<file path="src/rtl/decoder_n_scan.sv">
// rtl/decoder_n_scan.sv - N-to-2**N registered decoder with direct and auto-scanning modes
module decoder_n_scan #(
  parameter int N        = 2,
  parameter int SCAN_DIV = 4
) (
  input  logic              clk,
  input  logic              reset,
  input  logic              enable,
  input  logic              mode,
  input  logic              load,
  input  logic [N-1:0]      Input,
  output logic [2**N-1:0]   Output,
  output logic [N-1:0]      index,
  output logic              wrap
);

  localparam int W  = 2**N;
  localparam int PW = (SCAN_DIV > 1) ? $clog2(SCAN_DIV) : 1;

  localparam logic [PW-1:0] P_LAST   = PW'(SCAN_DIV - 1);
  localparam logic [PW-1:0] P_ONE    = PW'(1);
  localparam logic [N-1:0]  IDX_ONE  = N'(1);
  localparam logic [N-1:0]  IDX_LAST = N'(W - 1);
  localparam logic [W-1:0]  OH_ONE   = W'(1);

  localparam logic [1:0] IDLE   = 2'd0;
  localparam logic [1:0] DIRECT = 2'd1;
  localparam logic [1:0] SCAN   = 2'd2;

  logic [1:0]    state;
  logic [1:0]    next_state;
  logic [PW-1:0] presc;
  logic [PW-1:0] presc_eff;
  logic          step;
  logic [N-1:0]  next_index;

  always_comb begin
    next_state = IDLE;
    if (enable) begin
      next_state = mode ? SCAN : DIRECT;
    end
  end

  // Entering SCAN counts the entry cycle as prescaler 0, so the first step lands SCAN_DIV edges later.
  always_comb begin
    presc_eff = (state == SCAN) ? presc : '0;
    step      = (next_state == SCAN) && !load && (presc_eff == P_LAST);
  end

  always_comb begin
    next_index = index;
    case (next_state)
      DIRECT: next_index = Input;
      SCAN: begin
        if (load) begin
          next_index = Input;
        end else if (step) begin
          next_index = index + IDX_ONE;
        end
      end
      default: next_index = index;
    endcase
  end

  always_ff @(posedge clk or posedge reset) begin
    if (reset) begin
      state  <= IDLE;
      index  <= '0;
      presc  <= '0;
      Output <= '0;
      wrap   <= 1'b0;
    end else begin
      state <= next_state;
      index <= next_index;
      case (next_state)
        DIRECT: begin
          Output <= OH_ONE << Input;
          presc  <= '0;
          wrap   <= 1'b0;
        end
        SCAN: begin
          Output <= OH_ONE << next_index;
          wrap   <= step && (index == IDX_LAST);
          presc  <= (load || step) ? '0 : presc_eff + P_ONE;
        end
        default: begin
          Output <= '0;
          wrap   <= 1'b0;
        end
      endcase
    end
  end

endmodule

</file>
<file path="config.mk">
export PLATFORM = sky130hd
export DESIGN_NAME = decoder_n_scan
export DESIGN_NICKNAME = d
export VERILOG_FILES = /design/src/rtl/decoder_n_scan.sv
export SDC_FILE = /design/constraint.sdc
export NUM_CORES = 1
export LEC_CHECK = 0
export ABC_AREA = 0
export ABC_CLOCK_PERIOD_IN_PS = 3300
export BUFFER_PORTS_ARGS = -buffer_cell sky130_fd_sc_hd__buf_2
export CAP_MARGIN = 20
export CORE_AREA = 5 5 42 44
export DETAILED_ROUTE_END_ITERATION = 16
export DIE_AREA = 0 0 47 49
export SYNTH_ARGS = -nofsm -noshare
export SYNTH_HDL_FRONTEND = slang
export SYNTH_SLANG_ARGS = --single-unit
</file>
<file path="constraint.sdc">
create_clock -name clk -period 3.3 [get_ports clk]
set_clock_uncertainty 0.05 [all_clocks]
set_input_delay 0.33 -clock clk [delete_from_list [all_inputs] [get_ports clk]]
set_output_delay 0.33 -clock clk [all_outputs]
set_load 0.01 [all_outputs]
</file>
# [After elaboration in Yosys (flattened, before gate mapping)]
# Cells that the tools add are included.
[op_classes] reduce_logical=6 n_shift=2 eq_ne=5 muxes=10 addsub=2
[ops] cell="2-bit two-way mux" count=6
[ops] cell="2-bit equality test, second input constant" count=4
[ops] cell="2-bit one-hot mux with 2 select lines" count=2
[ops] cell="4-bit one-hot mux with 2 select lines" count=1
[ops] cell="1-bit by 2-bit << shifter with 4-bit output, first input constant" count=2
[ops] cell="2-bit by 1-bit adder with 2-bit output, second input constant" count=2
[ops] cell="1-bit logical AND" count=3
[ops] cell="2-bit by 1-bit equality test with 1-bit output, second input constant" count=1
[ops] cell="2-bit nonzero test" count=1
[ops] cell="1-bit zero test" count=1
[ops] cell="1-bit logical OR" count=1
[ops] cell="1-bit two-way mux" count=1
[word_totals] reg_bits=11 in_bits=7

# [Depth between registers and ports, before layout]
# Gate-level depths: netlist (run 1).
[depth] ltp_word=10 mapped_depth=7

# [Worst setup path after synthesis (run 1)]
# Ideal clock, no wire load.
[synth_path] kind="reg2reg" startpoint="reg presc[0]" endpoint="reg Output[0]" path_stages_with_launch=7 setup_slack_ns=1.740 arrival_time_ns=1.428 required_ns=3.168 synth_period_minus_slack_ns=1.560 setup_time_ns=0.082 path_cell_list="dfrtp_1 > and3b_1 > ha_1 > buf_6 > nand2_1 > mux2_1 > o22ai_1"
[synth_between] elab_chain_len=8
[synth_lines] item="start, declared" line="32" text="logic [PW-1:0] presc;"
[synth_lines] item="start signal, assigned" line="84" text="presc <= (load || step) ? '0 : presc_eff + P_ONE;"
[synth_lines] item="2-bit two-way mux" line="46" text="presc_eff = (state == SCAN) ? presc : '0;"
[synth_lines] item="2-bit equality test" line="47" text="step = (next_state == SCAN) && !load && (presc_eff == P_LAST);"
[synth_lines] item="1-bit logical AND" line="47"
[synth_lines] item="2-bit two-way mux" line="57" text="end else if (step) begin"
[synth_lines] item="2-bit two-way mux" line="55" text="if (load) begin"
[synth_lines] item="2-bit one-hot mux with 2 select lines" line="52" text="case (next_state)"
[synth_lines] item="1-bit by 2-bit << shifter with 4-bit output" line="82" text="Output <= OH_ONE << next_index;"
[synth_lines] item="4-bit one-hot mux with 2 select lines" line="75" text="case (next_state)"
[synth_lines] item="end signal, assigned" line="77" text="Output <= OH_ONE << Input;"
[synth_lines] item="end signal, assigned" line="82"
[synth_lines] item="end, declared" line="12" text="output logic [2**N-1:0] Output,"
# Every way passes these cells.
# A chain may end at the register's enable or synchronous reset.

# [Worst setup path after layout (run 1)]
[layout_path] startpoint="reg state[0]" endpoint="reg Output[1]"
[layout_between] elab_chain_len=9
[layout_lines] item="start, declared" line="30" text="logic [1:0] state;"
[layout_lines] item="start signal, assigned" line="73" text="state <= next_state;"
[layout_lines] item="2-bit equality test" line="46"
[layout_lines] item="2-bit two-way mux" line="46"
[layout_lines] item="2-bit equality test" line="47"
[layout_lines] item="1-bit logical AND" line="47"
[layout_lines] item="2-bit two-way mux" line="57"
[layout_lines] item="2-bit two-way mux" line="55"
[layout_lines] item="2-bit one-hot mux with 2 select lines" line="52"
[layout_lines] item="1-bit by 2-bit << shifter with 4-bit output" line="82"
[layout_lines] item="4-bit one-hot mux with 2 select lines" line="75"
# Every way passes these cells.

==> reports/metrics.csv, run 1 <==
stage,metric,value,unit
worst_hold_path,worstHoldPathType,input pin to async pin,
timing,rsz0062_at_grt,no,
logic_synthesis,synth.ff_latch_count,11,
logic_synthesis,synthesis.area_per_instance,11.0,um2
clock_network,cts.clk_slew.worst_paths,0.07,ns
drt,drt-total-wl,998,um
worst_setup_path,path_cells,and3b_1 > ha_1 > nand2_1 > mux2_1 > o22ai_1,
clock_network,cts_post_setup_buffers_inserted,0,
timing,report.final.slew_viol_count,0,
floorplan,core,1400,um2
clock_network,clock_sinks,11,
final_layout,area_growth,17.2,%
placement,numPortBuffers,13,
worst_setup_path,r2r_setup_slack,1.57,ns
logic_synthesis,synth_cell_types,25,
worst_setup_path,max_stage_delay,0.38,ns
power_and_ir_drop,power_per_cell_area,443,nW/um2
logic_synthesis,synth.cell_area,539,um2
floorplan,initial_util,38.5,%
floorplan,chipWidth,47,um
clock_network,tritoncts_clock_tree,done,
grt,groute.usage.overall,9.76,%
floorplan,die_area,2300,um2
clock_network,clock_tree.root_cell,sky130_fd_sc_hd__clkbuf_4,
logic_synthesis,synth_enable_flop_cells,0,
logic_synthesis,yosys-top-cells-count,"sky130_fd_sc_hd__dfrtp_1 (11), sky130_fd_sc_hd__o22ai_1 (6), sky130_fd_sc_hd__inv_1 (4)",
worst_setup_path,worst_setup_path_start_kind,flip-flop,
worst_setup_path,rr_worst_depth,5,
logic_synthesis,synth_area_leader_cell,sky130_fd_sc_hd__dfrtp_1,
logic_synthesis,yosys_warnings,0,
clock_network,buffer_levels_on_the_longest_clock_path,2,
drt,number_of_nets_still_failing_antenna_checks_after_routing,0,
final_layout,layout.nets,74,
worst_setup_path,cp_data_arrival_time,1.85,ns
power_and_ir_drop,leakage,0.000320,uW
run_status,status,finished with violations,
drt,viasPerCell,5.34,
worst_setup_path,critical_path_slowest_stage_cell,sky130_fd_sc_hd__dfrtp_1,
logic_synthesis,synth_top_flop_cell,sky130_fd_sc_hd__dfrtp_1,
worst_setup_path,path_max_fanout,7,
grt,number_of_antenna_violations_at_the_first_check_in_global_routing,0,
power_and_ir_drop,ir_drop,0.274,mV
final_layout,layout.cell_area.non_filler,632,um2
drt,post-route-drc-count,0,
logic_synthesis,synthMostInstantiatedCell,sky130_fd_sc_hd__dfrtp_1,
logic_synthesis,synth.yosys.seq_area_share,51.0,%
grt,grt_max_degree,12,
worst_setup_path,critical_path.reg2reg.endpoint,Output[1]$_DFF_PP0_,
timing,final_min_period_over_clock_period,52.3,%
grt,grt_first_pass_wirelength,1.63,mm
clock_network,postCtsResizedCells,0,
timing,timing.hold.ws,-0.0137,ns
clock_network,clk_latency,0.26,ns
final_layout,post_route_cells_drive_above_1_share,28.1,%
flow_run,maxCapViolations,0,
worst_setup_path,timing.critical_path.to_type,flip-flop,
logic_synthesis,asyncSetResetFlopFracSynth,100,%
drt,dr.first_iter.drc_count,7,
drt,avgRoutedWirePerCell,12.5,um
drt,route.vias.total,427,
logic_synthesis,synth_top_area_share,51.0,%
worst_setup_path,criticalPathCategory,flip-flop to flip-flop,
logic_synthesis,cells_after_synthesis,49,
clock_network,cts.hold.buffers_added,0,
floorplan,placement_rows,14,
timing,max_slew.worst_pin.slew,0.394,ns
clock_network,tritoncts_buffer_count,3,
worst_setup_path,worst_r2r_startpoint,state[0]$_DFF_PP0_,
timing,timing.slew.headroom,73.7,%
floorplan,io_count,14,
run_status,violations,hold timing,
drt,firstDrtPassIters,4,
worst_setup_path,cp_data_required_time,3.43,ns
grt,grt_pass1_vias,362,
logic_synthesis,yosys-top-cells-area,"sky130_fd_sc_hd__dfrtp_1 (51%), sky130_fd_sc_hd__o22ai_1 (7.0%), sky130_fd_sc_hd__ha_1 (4.6%)",
placement,placement.cell_area,606,um2
timing,hold_violations,11,
floorplan,die_height,49,um
placement,dpl.hpwl,796,um
timing,setup_viol,0,
clock_network,clock_tree.htree_level_count,1,
timing,timing.fmax,580,MHz
placement,gp_routability_congestion,0.748,
timing,setup_tns,0,ns
logic_synthesis,synth_fp_nets,58,
final_layout,antenna_cells_inserted,0,
grt,gr-total-overflow,0,
timing,period_needed,1.73,ns
where the power goes:
group	internal, uW	leakage, uW	switching [uW]	total [uW]
combinational	20.4	0.000163	24.2	44.5
sequential	143	0.000143	5.48	148
clock	46.7	0.0000150	40.6	87.3
total	210	0.000320	70.2	280
kinds of logic after synthesis:
| group | synth area share, % |
|---|---|
| compound gates | 14.9 |
| simple gates | 16.9 |
| xor+xnor | 1.62 |
| buf+inv | 6.96 |
| flops | 51.0 |
| mux | 3.94 |
| fa+ha+maj | 4.64 |
placed cells by master (no fill, tap or decap):
cell type	Yosys	layout
sky130_fd_sc_hd__nor3b_1	1	1
sky130_fd_sc_hd__inv_2	1	1
sky130_fd_sc_hd__or3_1	2	2
sky130_fd_sc_hd__ha_1	2	2
sky130_fd_sc_hd__nor2_1	1	1
sky130_fd_sc_hd__o32ai_1	1	1
sky130_fd_sc_hd__inv_1	4	4
sky130_fd_sc_hd__buf_2	0	13
sky130_fd_sc_hd__nand3_1	2	2
sky130_fd_sc_hd__and2_1	1	1
sky130_fd_sc_hd__nand2b_1	1	1
sky130_fd_sc_hd__clkbuf_1	0	1
sky130_fd_sc_hd__a2bb2oi_1	2	2
sky130_fd_sc_hd__mux2i_1	1	1
sky130_fd_sc_hd__nand3b_1	1	1
sky130_fd_sc_hd__and4b_2	1	1
sky130_fd_sc_hd__o41ai_1	1	1
sky130_fd_sc_hd__xnor2_1	1	1
sky130_fd_sc_hd__dfrtp_1	11	11
sky130_fd_sc_hd__o21a_1	1	1
sky130_fd_sc_hd__clkbuf_4	0	3
sky130_fd_sc_hd__nor2b_1	1	1
sky130_fd_sc_hd__o22ai_1	6	6
sky130_fd_sc_hd__mux2_1	1	1
sky130_fd_sc_hd__and3b_1	1	1
sky130_fd_sc_hd__nand2_1	3	3
stage by stage:
step | power (uW) | utilization, % | instances | setup WS, ns
3_5_place_dp | 196 | 43.2 | 76 | 1.60
6_report | 280 | 45.1 | 80 | 1.57
2_1_floorplan | 179 | - | 49 | 1.74
4_1_cts | 284 | 45.1 | 80 | 1.58
5_1_grt | 297 | 45.1 | 80 | 1.42
3_3_place_gp | 195 | 43.2 | 76 | 1.60
worst max-delay path by stage:
| stage | slack (ns) | end | cells past startpoint | startpoint |
|---|---|---|---|---|
| floorplan | 1.74 | Output[0]$_DFF_PP0_ | 6 | presc[0]$_DFFE_PP0P_ |
| global placement | 1.60 | Output[1]$_DFF_PP0_ | 5 | state[0]$_DFF_PP0_ |
| detailed placement | 1.60 | Output[1]$_DFF_PP0_ | 5 | state[0]$_DFF_PP0_ |
| CTS | 1.58 | Output[1]$_DFF_PP0_ | 5 | state[0]$_DFF_PP0_ |
| global route | 1.42 | Output[1]$_DFF_PP0_ | 6 | presc[1]$_DFFE_PP0P_ |
| finish | 1.57 | Output[1]$_DFF_PP0_ | 5 | state[0]$_DFF_PP0_ |
registers in the layout (all words and copies together), names as in the netlist:
name and flops:
index 2, state 2, presc 2, wrap 1, Output 4
area by class of cell:
| cell class | count | area [um2] |
|---|---|---|
| Multi-Input combinational cell | 31 | 226 |
| Clock buffer | 4 | 26.3 |
| Timing Repair Buffer | 13 | 65.1 |
| Tap cell | 16 | 20.0 |
| Fill cell | 144 | 769 |
| Sequential cell | 11 | 275 |
| Inverter | 5 | 18.8 |
layer usage:
| layer | global-route usage [%] | vias up | part of all wire, % |
|---|---|---|---|
| met5 | 0 | - | 0 |
| met1 | 12.8 | 197 | 44 |
| li1 | - | 212 | - |
| met2 | 13.3 | 16 | 45 |
| met3 | 5.90 | 2 | 9.1 |
| met4 | 2.76 | 0 | 1.7 |
worst max-delay path: cells and delay by family, from the launching register on:
kind | cells | cell delay, ns
flip-flops | 1 | 0.38
multiplexers | 1 | 0.35
AND/OR/NAND/NOR | 2 | 0.38
AO/OA/AOI/OAI | 1 | 0.19
adder cells (fa/ha/maj) | 1 | 0.31
No activity file was read; power rests on OpenSTA's default activity.
==> inputs of run 2 (changes only) <==
Settings changed: ABC_AREA 0 to 1, ABC_CLOCK_PERIOD_IN_PS 3300 to 1390, PLACE_DENSITY set to 0.68.
Clock period 3.3 ns to 1.39 ns, I/O delays scaled along.
==> run 2 against run 1 <==
The run ends with setup timing left. Sequential share of layout area fell by 9.4 points. Total power rose to 2.6 times the previous value. Utilization rose by 12 points. Combinational power rose to 3.4 times the previous value. Synthesized cell count rose by 37%. Global-route usage rose by 4.0 points. Count of clock-buffer cells in the layout did not move. First-iteration DRC count fell by 43%. Clock power rose to 2.5 times the previous value.
==> reports/metrics.csv, run 2 <==
stage,metric,value,unit,change
logic_synthesis,synth_area_leader_cell,sky130_fd_sc_hd__dfrtp_1,,
timing,setup_viol,6,,+6
placement,placed_cells,104,,+37%
logic_synthesis,synth_top_area_share,49.1,%,-1.9 points
clock_network,cts.clk_slew.worst_paths,0.07,ns,about the same
floorplan,die_area,2300,um2,unchanged
timing,hold_violations,0,,-11
drt,drt-total-wl,1.18,mm,+18%
worst_setup_path,worst_r2r_startpoint,state[1]$_DFF_PP0_,,
placement,pre_cts_ws,-0.155,ns,-1.75 ns
drt,viasPerCell,4.44,,-17%
logic_synthesis,synth_enable_flop_cells,0,,unchanged
worst_setup_path,max_stage_delay,0.34,ns,-0.04 ns
worst_hold_path,worstHoldPathType,input pin to flip-flop,,
timing,timing.slew.headroom,73.3,%,-0.41 points
placement,numPortBuffers,13,,unchanged
worst_hold_path,endpoint_worst_hold,state[0]$_DFF_PP0_,,
clock_network,tritoncts_clock_tree,done,,
timing,rsz0062_at_grt,yes,,
logic_synthesis,asyncSetResetFlopFracSynth,100,%,unchanged
grt,grt_pass1_vias,507,,+40%
drt,dr.first_iter.drc_count,4,,-3
clock_network,clock_tree.root_cell,sky130_fd_sc_hd__clkbuf_4,,
logic_synthesis,yosys-top-cells-count,"sky130_fd_sc_hd__inv_1 (15), sky130_fd_sc_hd__nand2_1 (15), sky130_fd_sc_hd__dfrtp_1 (11)",,
timing,final_min_period_over_clock_period,116,%,+63 points
floorplan,die_height,49,um,unchanged
power_and_ir_drop,power_per_cell_area,893,nW/um2,+100%
worst_setup_path,criticalPathCategory,flip-flop to flip-flop,,
drt,number_of_nets_still_failing_antenna_checks_after_routing,0,,unchanged
grt,grt_max_degree,12,,unchanged
floorplan,initial_util,40.0,%,+1.5 points
floorplan,core,1400,um2,unchanged
placement,dpl.hpwl,855,um,+7.4%
logic_synthesis,synth_cell_types,17,,-32%
run_status,violations,setup timing,,
grt,grt_first_pass_wirelength,2.15,mm,+32%
worst_setup_path,path_max_fanout,3,,-4
worst_setup_path,r2r_setup_slack,-0.22,ns,-1.79 ns
worst_setup_path,critical_path_slowest_stage_cell,sky130_fd_sc_hd__dfrtp_1,,
final_layout,max_flop_register,Output,,
logic_synthesis,synth.ff_latch_count,11,,unchanged
final_layout,layout.nets,107,,+45%
final_layout,filler_cell_count,131,,-9.0%
worst_setup_path,rr_worst_depth,11,,+6
timing,period_needed,1.61,ns,-0.118 ns
worst_hold_path,hold_depth,2,,
clock_network,clock_tree.htree_level_count,1,,unchanged
clock_network,buffer_levels_on_the_longest_clock_path,2,,unchanged
worst_setup_path,cp_data_arrival_time,1.77,ns,-0.08 ns
timing,timing.fmax,622,MHz,+7.4%
final_layout,mostFrequentLayoutCells,"sky130_fd_sc_hd__inv_1 (13), sky130_fd_sc_hd__nand2_1 (13), sky130_fd_sc_hd__buf_2 (13)",,
floorplan,io_count,14,,unchanged
logic_synthesis,cells_after_synthesis,67,,+37%
final_layout,area_growth,43.7,%,
worst_setup_path,cpMostUsedCell,sky130_fd_sc_hd__nand2_1,,
final_layout,finish.cell_count_without_fillers,113,,+41%
drt,post-route-drc-count,0,,unchanged
logic_synthesis,synth.yosys.seq_area_share,49.1,%,-1.9 points
timing,report.final.slew_viol_count,0,,unchanged
worst_setup_path,crit_start,state[1]$_DFF_PP0_,,
power_and_ir_drop,leakage,0.000464,uW,+45%
clock_network,clk_latency,0.27,ns,about the same
final_layout,post_route_cells_drive_above_1_share,48.5,%,+20 points
flow_run,maxCapViolations,0,,unchanged
logic_synthesis,synth_fp_nets,76,,+31%
worst_setup_path,timing.critical_path.to_type,flip-flop,,
worst_setup_path,cp_data_required_time,1.55,ns,-1.88 ns
final_layout,antenna_cells_inserted,0,,unchanged
logic_synthesis,synthesis.area_per_instance,8.37,um2,-24%
drt,route.vias.total,502,,+18%
drt,avgRoutedWirePerCell,10.4,um,-17%
run_status,status,finished with violations,,
power_and_ir_drop,ir_drop,0.563,mV,+110%
final_layout,register_area,275,um2,unchanged
logic_synthesis,yosys_warnings,0,,unchanged
logic_synthesis,synth.cell_area,561,um2,+3.9%
grt,number_of_antenna_violations_at_the_first_check_in_global_routing,0,,unchanged
final_layout,multiInputGateArea,251,um2,+11%
worst_setup_path,path_cells,inv_2 > nor3_4 > ha_2 > nand4_1 > nand2_1 > nand2_1 > nand2_1 > nand3_2 > nand2_2 > inv_2 > nor2_1,,
worst_setup_path,critical_path.reg2reg.endpoint,Output[3]$_DFF_PP0_,,
timing,max_slew.worst_pin.slew,0.401,ns,+0.00621 ns
logic_synthesis,synth_top_flop_cell,sky130_fd_sc_hd__dfrtp_1,,
clock_network,tritoncts_buffer_count,3,,unchanged
placement,gp_routability_congestion,0.896,,+20%
worst_hold_path,min-delay-start,mode,,
timing,layout_setup_ws,-0.217,ns,-1.79 ns
drt,firstDrtPassIters,4,,unchanged
worst_setup_path,worst_setup_path_start_kind,flip-flop,,
final_layout,number_of_flip_flops_in_the_largest_register,4,,unchanged
floorplan,placement_rows,14,,unchanged
floorplan,chipWidth,47,um,unchanged
logic_synthesis,yosys-top-cells-area,"sky130_fd_sc_hd__dfrtp_1 (49%), sky130_fd_sc_hd__inv_1 (10%), sky130_fd_sc_hd__nand2_1 (10%)",,
grt,gr-total-overflow,0,,unchanged
grt,groute.usage.overall,13.8,%,+4.0 points
clock_network,clock_sinks,11,,unchanged
run 2: cells by family (layout without fill, tap and decap cells):
group	count (synthesis)	in the layout	share of synthesized area, %
AND/OR/NAND/NOR	36	36	32.4
buffers and inverters	16	46	12.1
flip-flops	11	11	49.1
adder cells (fa/ha/maj)	2	2	4.46
AO/OA/AOI/OAI	2	2	2.01
run 2: layout make-up:
| cell class | instances | area share [%] |
|---|---|---|
| Timing Repair Buffer | 27 | 21.9 |
| Clock buffer | 4 | 3.26 |
| Inverter | 15 | 6.99 |
| Tap cell | 16 | 2.48 |
| Multi-Input combinational cell | 40 | 31.2 |
| Sequential cell | 11 | 34.2 |
run 2: metal layers:
metal  global-route usage [%]  vias to the layer above  routed length [um]  part of all wire [%]
met5                        0                        -                   0                     0
met4                     11.1                        0                  53                   4.5
met3                     3.32                        5                  62                   5.3
met2                     19.9                       16                 549                    47
met1                     16.6                      222                 509                    43
li1                         -                      259                   -                     -
run 2: worst max-delay path: cells and delay by family (launching register included):
kind	cells	cell delay [ns]
AND/OR/NAND/NOR	8	0.86
buffers and inverters	2	0.10
adder cells (fa/ha/maj)	1	0.20
flip-flops	1	0.34
run 2: per-stage QoR:
step	power [uW]	util [%]	TNS (ns)	instance area, um2	hold WS [ns]
after global placement	489	51.0	-0.576	714	0.0863
after global routing	776	57.5	-1.68	806	0.0588
after CTS	723	56.9	-0.695	797	0.0585
after floorplan	431	-	-0.0685	573	-0.0586
after detailed placement	490	51.0	-0.736	714	0.0927
final	720	57.5	-1.05	806	0.0585
run 2: worst max-delay path by stage:
stage                           to  slack (ns)  cells past startpoint
2_1_floorplan  Output[2]$_DFF_PP0_       -0.03                     10
3_3_place_gp   Output[3]$_DFF_PP0_       -0.15                     10
3_5_place_dp   Output[3]$_DFF_PP0_       -0.15                     11
4_1_cts        Output[3]$_DFF_PP0_       -0.14                     11
5_1_grt        Output[3]$_DFF_PP0_       -0.31                     11
6_report       Output[3]$_DFF_PP0_       -0.22                     11
run 2: timing repair:
| action | CTS | global route |
|---|---|---|
| hold buffers | 1 | 0 |
| pin swaps | 10 | 6 |
| resized for setup | 6 | 3 |
| setup endpoints to repair | 6 | 8 |
| buffers inserted | 4 | 1 |
| hold endpoints to repair | 11 | 0 |
run 2: power by group:
| group | leakage [uW] | internal (uW) | switching [uW] |
|---|---|---|---|
| clock network | 0.0000150 | 111 | 108 |
| logic | 0.000304 | 66.6 | 85.4 |
| registers | 0.000145 | 339 | 8.88 |
| total | 0.000464 | 517 | 202 |
